$ cat config.mk
export PLATFORM = sky130hd
export DESIGN_NAME = regfile_scoreboard
export DESIGN_NICKNAME = d
export VERILOG_FILES = /design/src/rtl/regfile_scoreboard.sv
export SDC_FILE = /design/constraint.sdc
export NUM_CORES = 2
export LEC_CHECK = 0
export CAP_MARGIN = 10
export CORE_MARGIN = 2
export CORE_UTILIZATION = 55
export CTS_BUF_LIST = sky130_fd_sc_hd__clkbuf_4 sky130_fd_sc_hd__clkbuf_8 sky130_fd_sc_hd__clkbuf_16
export DETAILED_ROUTE_END_ITERATION = 8
export GPL_ROUTABILITY_DRIVEN = 0
export HOLD_SLACK_MARGIN = 0.05
export PLACE_DENSITY = 0.73
export SKIP_CTS_REPAIR_TIMING = 1
export SLEW_MARGIN = 20
export SYNTH_ARGS = -nofsm -noshare
export SYNTH_HDL_FRONTEND = slang
export SYNTH_SLANG_ARGS = --single-unit
$ cat constraint.sdc
create_clock -name clk -period 2.3 [get_ports clk]
set_input_delay 0.23 -clock clk [delete_from_list [all_inputs] [get_ports clk]]
set_output_delay 0.23 -clock clk [all_outputs]
set_load 0.005 [all_outputs]
$ cat src/rtl/regfile_scoreboard.sv
// Parametrised register file with combinational read ports, optional write-to-read
// bypass and a per-register busy scoreboard for decode hazard detection.
module regfile_scoreboard #(
  parameter int XLEN     = 32,
  parameter int NREGS    = 32,
  parameter int NREAD    = 2,
  parameter int BYPASS   = 1,
  parameter int ZERO_REG = 1,
  localparam int IDXW    = $clog2(NREGS)
) (
  input  logic                  clk,
  input  logic                  rst_n,
  input  logic [NREAD*IDXW-1:0] rd_idx,
  output logic [NREAD*XLEN-1:0] rd_data,
  output logic [NREAD-1:0]      rd_busy,
  input  logic                  wr_en,
  input  logic [IDXW-1:0]       wr_idx,
  input  logic [XLEN-1:0]       wr_data,
  input  logic                  issue_en,
  input  logic [IDXW-1:0]       issue_idx,
  output logic [NREGS-1:0]      busy_vec
);

  localparam logic [IDXW:0] NREGS_L = NREGS[IDXW:0];

  logic [XLEN-1:0]  gp [NREGS];
  logic [NREGS-1:0] busy;
  logic             wr_ok;
  logic             iss_ok;
  logic [IDXW-1:0]  ridx;

  // Out-of-range indices and the hard-wired zero register are never stored or tracked.
  function automatic logic idx_valid(input logic [IDXW-1:0] idx);
    return ({1'b0, idx} < NREGS_L) && !((ZERO_REG != 0) && (idx == '0));
  endfunction

  assign wr_ok    = wr_en && idx_valid(wr_idx);
  assign iss_ok   = issue_en && idx_valid(issue_idx);
  assign busy_vec = busy;

  always_ff @(posedge clk or negedge rst_n) begin
    if (!rst_n) begin
      for (int i = 0; i < NREGS; i++) begin
        gp[i] <= '0;
      end
      busy <= '0;
    end else begin
      for (int i = 0; i < NREGS; i++) begin
        if (wr_ok && (wr_idx == i[IDXW-1:0])) begin
          gp[i] <= wr_data;
        end
        // A new producer issued in the same cycle as the old one retires keeps the bit set.
        if (iss_ok && (issue_idx == i[IDXW-1:0])) begin
          busy[i] <= 1'b1;
        end else if (wr_ok && (wr_idx == i[IDXW-1:0])) begin
          busy[i] <= 1'b0;
        end
      end
    end
  end

  always_comb begin
    rd_data = '0;
    rd_busy = '0;
    ridx    = '0;
    for (int p = 0; p < NREAD; p++) begin
      ridx = rd_idx[p*IDXW +: IDXW];
      if (idx_valid(ridx)) begin
        // Forwarded data is final, so the reader need not stall on it.
        if ((BYPASS != 0) && wr_ok && (wr_idx == ridx)) begin
          rd_data[p*XLEN +: XLEN] = wr_data;
        end else begin
          rd_data[p*XLEN +: XLEN] = gp[ridx];
          rd_busy[p]              = busy[ridx];
        end
      end
    end
  end

endmodule

== Yosys cells after proc, flatten, opt, wreduce, memory -nomap -nowiden ==
Index checks and enable logic that the tools add are counted.

* Add/sub/neg operators: 0
* Multiply operators: 0
* Div/mod/pow operators: 0
* Magnitude comparators: 4
* Eq/ne operators: 64
* Shift-type cells: 0
* Mux-type cells: 82
* Bitwise logic cells: 2
* Reduce and logical (&&, ||, !) cells: 106

{| class="wikitable"
|+ Operator list
! operator !! count
|-
| binary-select mux 32 bit (select 5 bit) || 2
|-
| 2-to-1 mux 32 bit || 8
|-
| equality test 5 bit, second input constant || 32
|-
| equality test 5 x 4 -> 1 bit, second input constant || 16
|-
| 2-to-1 mux 1 bit || 70
|-
| logical AND 1 bit || 68
|-
| nonzero test 2 bit || 32
|-
| equality test 5 x 3 -> 1 bit, second input constant || 8
|-
| equality test 5 x 2 -> 1 bit, second input constant || 4
|-
| logical NOT 5 bit || 4
|-
| greater-or-equal comparator 6 bit, second input constant || 2
|-
| less-than comparator 5 x 6 -> 1 bit, second input constant || 2
|-
| NOT 5 -> 6 bit || 2
|-
| binary-select mux 1 bit (select 5 bit) || 2
|-
| equality test 5 x 1 -> 1 bit, second input constant || 2
|-
| equality test 5 bit || 2
|-
| logical NOT 1 bit || 2
|}

* Flip-flop bits (word level): 1056
* Latch bits: 0
* Memory bits (writable): 0
* Bits in read-only memories: 0
* Input bits: 56
* Output and inout port bits: 98
* Logic and storage cells: 322
* Memories kept: 0

== Logic depth before layout (Yosys ltp) ==
* Depth after elaboration: 6
* Gate-level depth with buffers: 10

== Worst setup path before layout ==
OpenSTA, ideal clock, no wires.

* Path kind: input-to-output
* Start: input port rd_idx[2]
* End: output port rd_data[12]
* Data arrival time: 1.970 ns
* Data required time: 2.070 ns
* Path slack: 0.100 ns
* Cell stages on the path: 8
* Path buffers: 4
* Cells stage by stage: buf_2 buf_2 buf_2 buf_1 mux4_2 a22oi_1 nand2_1 a32o_1

* Longest elaborated chain between the ends: 6

{| class="wikitable"
|+ RTL lines
! what !! RTL line !! RTL
|-
| start, declared || 13 || <nowiki>input logic [NREAD*IDXW-1:0] rd_idx,</nowiki>
|-
| NOT 5 -> 6 bit (not written as such) || 73 || <nowiki>rd_data[p*XLEN +: XLEN] = gp[ridx];</nowiki>
|-
| binary-select mux 32 bit (select 5 bit) || 73 ||
|-
| 2-to-1 mux 32 bit (not written as such) (2 in a row) || 73 ||
|-
| 2-to-1 mux 32 bit || 70 || <nowiki>if ((BYPASS != 0) && wr_ok && (wr_idx == ridx)) begin</nowiki>
|-
| 2-to-1 mux 32 bit (*) || 68 || <nowiki>if (idx_valid(ridx)) begin</nowiki>
|-
| end, declared || 14 || <nowiki>output logic [NREAD*XLEN-1:0] rd_data,</nowiki>
|}

Every way passes the cells marked *; elsewhere a longest branch is shown, timed or not. The select of a mux whose other input is x is not followed.

== Worst setup path after layout ==
* Start: register gp[541] in the netlist's numbering
* End: output port rd_data[61]

* Longest elaborated chain between the ends: 5

{| class="wikitable"
|+ RTL lines
! what !! RTL line !! RTL
|-
| start, declared || 26 || <nowiki>logic [XLEN-1:0] gp [NREGS];</nowiki>
|-
| start signal, assigned by index || 50 || <nowiki>gp[i] <= wr_data;</nowiki>
|-
| binary-select mux 32 bit (select 5 bit) || 73 ||
|-
| 2-to-1 mux 32 bit (not written as such) (2 in a row) || 73 ||
|-
| 2-to-1 mux 32 bit || 70 ||
|-
| 2-to-1 mux 32 bit || 68 ||
|}

Every way passes these cells. The select of a mux whose other input is x is not followed.

==> metrics.md <==
| Metric | Value |
|---|---|
| DR WL/cell | 30.73 microns |
| DIE AREA | 105900 sq um |
| Compound-Gate Fraction of Synth Area | 5.500% |
| Prevailing post-synth register cell | dfrtp_1 |
| Unique cell type count in the Yosys netlist | 47 |
| Number of synthesized register bits | 1056 |
| Bufs on Longest Clock Path | 3 |
| Seq/Total Area, Yosys | 46.52% |
| Worst Tran Pin Value | 0.6093 ns |
| Syn. warnings | 0 |
| Critical-path cell list | buf_6, mux4_2, mux4_2, nor2b_4, a211o_1, buf_2 |
| Detailed-router iteration count before antenna repair | 5 |
| Family with the most delay on the worst path | multiplexers |
| Vias in the first global route | 41530 |
| Post-synthesis xor/xnor area fraction | 0.1542% |
| Area of the core | 102000 sq um |
| Number of flops mapped to enable cells by yosys | 0 |
| Final ANT Viol Nets | 0 |
| Ports | 154 |
| Setup tns final | -30.43 ns |
| Min cycle time layout | 2.950 ns |
| Post-Synth Simple-Gate Area | 1.866% |
| Most used cell, CP | mux4_2 |
| Failing checks | setup timing |
| Congestion Overflow GR | 0 |
| Hold_ws | 0.04518 ns |
| Period utilisation layout | 128.3% |
| Global-route wire length before repair | 271300 microns |
| Clock-pin slew on the worst setup and hold paths | 0.06 ns |
| Layout cell share with drive strength beyond 1 | 60.95% |
| Synth Instances | 3832 |
| Area after DPL | 66090 sq um |
| Clk Latency, worst-skew pair | 0.69 ns |
| Synth-to-Final Area Change | 25.15% |
| Post-DP HPWL | 120100 microns |
| CTS buffer count | 113 |
| Syn Nets | 3888 |
| IO buf count | 153 |
| Post-route setup slack | -0.6499 ns |
| Avg Cell Area, Syn | 14.82 sq um |
| Post-synth ARST share | 100.0% |
| Worst setup path category | flop to output port |
| Synth Area in Adders | 0% |
| WP data arrival | 2.72 ns |
| H-tree depth | 3 |
| Via/cell ratio | 6.723 |
| # DRC | 0 |
| Leak | 31.73 nW |
| Relative slew slack | 59.38% |
| Top cells by count, synth | dfrtp_1 (1056), mux2_2 (1048), mux4_2 (467) |
| CP Launch Type | flop |
| GRT Resource Usage Total | 34.29% |
| CP max-delay cell | mux4_2 |
| CP Capture Type | output port |
| Max IR drop VDD | 0.0006409 V |
| Initial core utilization | 55.67% |
| DIE HEIGHT | 325.4 microns |
| FP Rows | 117 |
| Main combinational cell family by area after synthesis | multiplexers |
| Setup Skew | 0 ns |
| Initial antenna violation count | 2 |
| Power per cell area | 833.7 nW/um^2 |
| CTS tree | yes |
| Pwr Total | 59.27 mW |
| Fin util | 69.67% |
| Root buf cell | clkbuf_16 |
| Fin nets | 4523 |
| Cell Area, Synth | 56800 sq um |
| Via count | 39870 |
| Main area contributors after synthesis | dfrtp_1 (47%), mux2_2 (21%), mux4_2 (19%), mux2i_1 (3.1%), clkbuf_1 (1.7%) |
| TritonCTS Sinks | 1056 |
| Final hold vios | 0 |
| Final Cell Area | 71090 sq um |
| Max cap viols | 0 |
| Die X-Extent | 325.4 microns |
| Max FO, Critical Path | 3 |
| Synth top area share | 46.52% |
| Min-Delay Path Class | primary input to asynchronous set/reset pin |
| Multiplexer area fraction after synthesis | 42.36% |
| Max Clock Freq | 339.0 MHz |
| Leading area contributor after synthesis | dfrtp_1 |
| CP max stage delay | 0.53 ns |
| Largest net degree at the start of global routing | 104 |
| Outcome | complete, but fails checks |
| RSZ-0062 raised after global routing | true |
| Pins Over Slew Limit | 0 |
| Routed wire length | 182300 microns |
| Final setup vio count | 66 |
| Antenna cells | 0 |
| Buffers & Inverters on Critical Path | 2 |
| First DRT Iteration DRCs | 3811 |
| Count leader, synth | dfrtp_1 |
| Worst EP required | 2.07 ns |
[kinds of logic after synthesis]
group | Yosys count
AOI/OAI and AO/OA | 415
muxes | 1689
buffers and inverters | 465
DFF | 1056
and+or+nand+nor | 197
xor gates and xnor gates | 10
[flip-flops by register name (all words and copies together), names as in the netlist]
signal	flops
gp	1024
busy_vec	32
[placed cells by master, fill, tap and decap left out, types with 10 or more instances in the layout]
cell type	n
a221o_1	30
inv_1	13
clkbuf_2	49
a22oi_1	32
a21oi_1	48
mux2i_1	164
buf_6	16
nor2_4	11
buf_2	11
nor2b_1	42
clkdlybuf4s50_1	73
mux2_4	27
nor2b_4	22
o22ai_1	19
buf_12	157
nand2_1	48
bufinv_16	19
o21ai_0	46
mux4_2	467
clkbuf_16	114
mux2_2	1021
a32o_1	29
dfrtp_1	1056
a211oi_1	54
clkinv_2	22
o221ai_1	31
clkbuf_4	14
a211oi_2	74
clkbuf_8	26
buf_4	647
nor2_1	10
a211o_1	31
[final timing paths]
kind / startpoint / endpoint / slack, ns / cells after the start
worst max-delay path: gp[541]$_DFFE_PN0P_ / rd_data[61] / -0.65 / 6
worst min-delay path: rst_n / gp[855]$_DFFE_PN0P_ / 0.05 / 2
worst max register to register: gp[409]$_DFFE_PN0P_ / gp[409]$_DFFE_PN0P_ / 1.26 / 3
worst min register to register: gp[993]$_DFFE_PN0P_ / gp[993]$_DFFE_PN0P_ / 0.39 / 0
max in group asynchronous: rst_n / gp[334]$_DFFE_PN0P_ / 1.27 / 4
min in group clk: wr_data[22] / gp[982]$_DFFE_PN0P_ / 0.25 / 2
[power breakdown]
group | switching, mW | internal, mW
combinational | 5.46 | 9.05
sequential | 2.53 | 22.1
clock | 7.98 | 12.1
[worst reg2reg max path, delay by kind of cell, from the launching register on]
kind     cells  cell delay [ns]
flops        1             0.40
mux          1             0.26
buf+inv      2             0.26
[stage by stage]
step	instances	setup slack [ns]
after floorplan	3832	0.1001
after global placement	5679	-0.9405
after detailed placement	5679	-0.9219
after CTS	5890	-0.9865
after global routing	5931	-0.6961
final	5931	-0.6499
[per-layer routing]
| metal | vias up | wire length [microns] | GRT usage, % |
|---|---|---|---|
| met1 | 21230 | 71200 | 47.10 |
| li1 | 16180 | - | - |
| met2 | 1966 | 85350 | 53.69 |
| met3 | 495 | 16280 | 6.214 |
| met4 | 0 | 9443 | 15.65 |
| met5 | - | 0 | 0 |
[cell type report]
cell class | instances | area (sq um)
multi-input cells | 2311 | 29310
well taps | 1368 | 1712
flip-flops and latches | 1056 | 26430
fillers | 6754 | 30940
clock buffers | 151 | 3263
repair buffers | 972 | 9477
clock inverters | 60 | 852.1
inverters | 13 | 48.80
No activity file was read; power rests on OpenSTA's default activity.
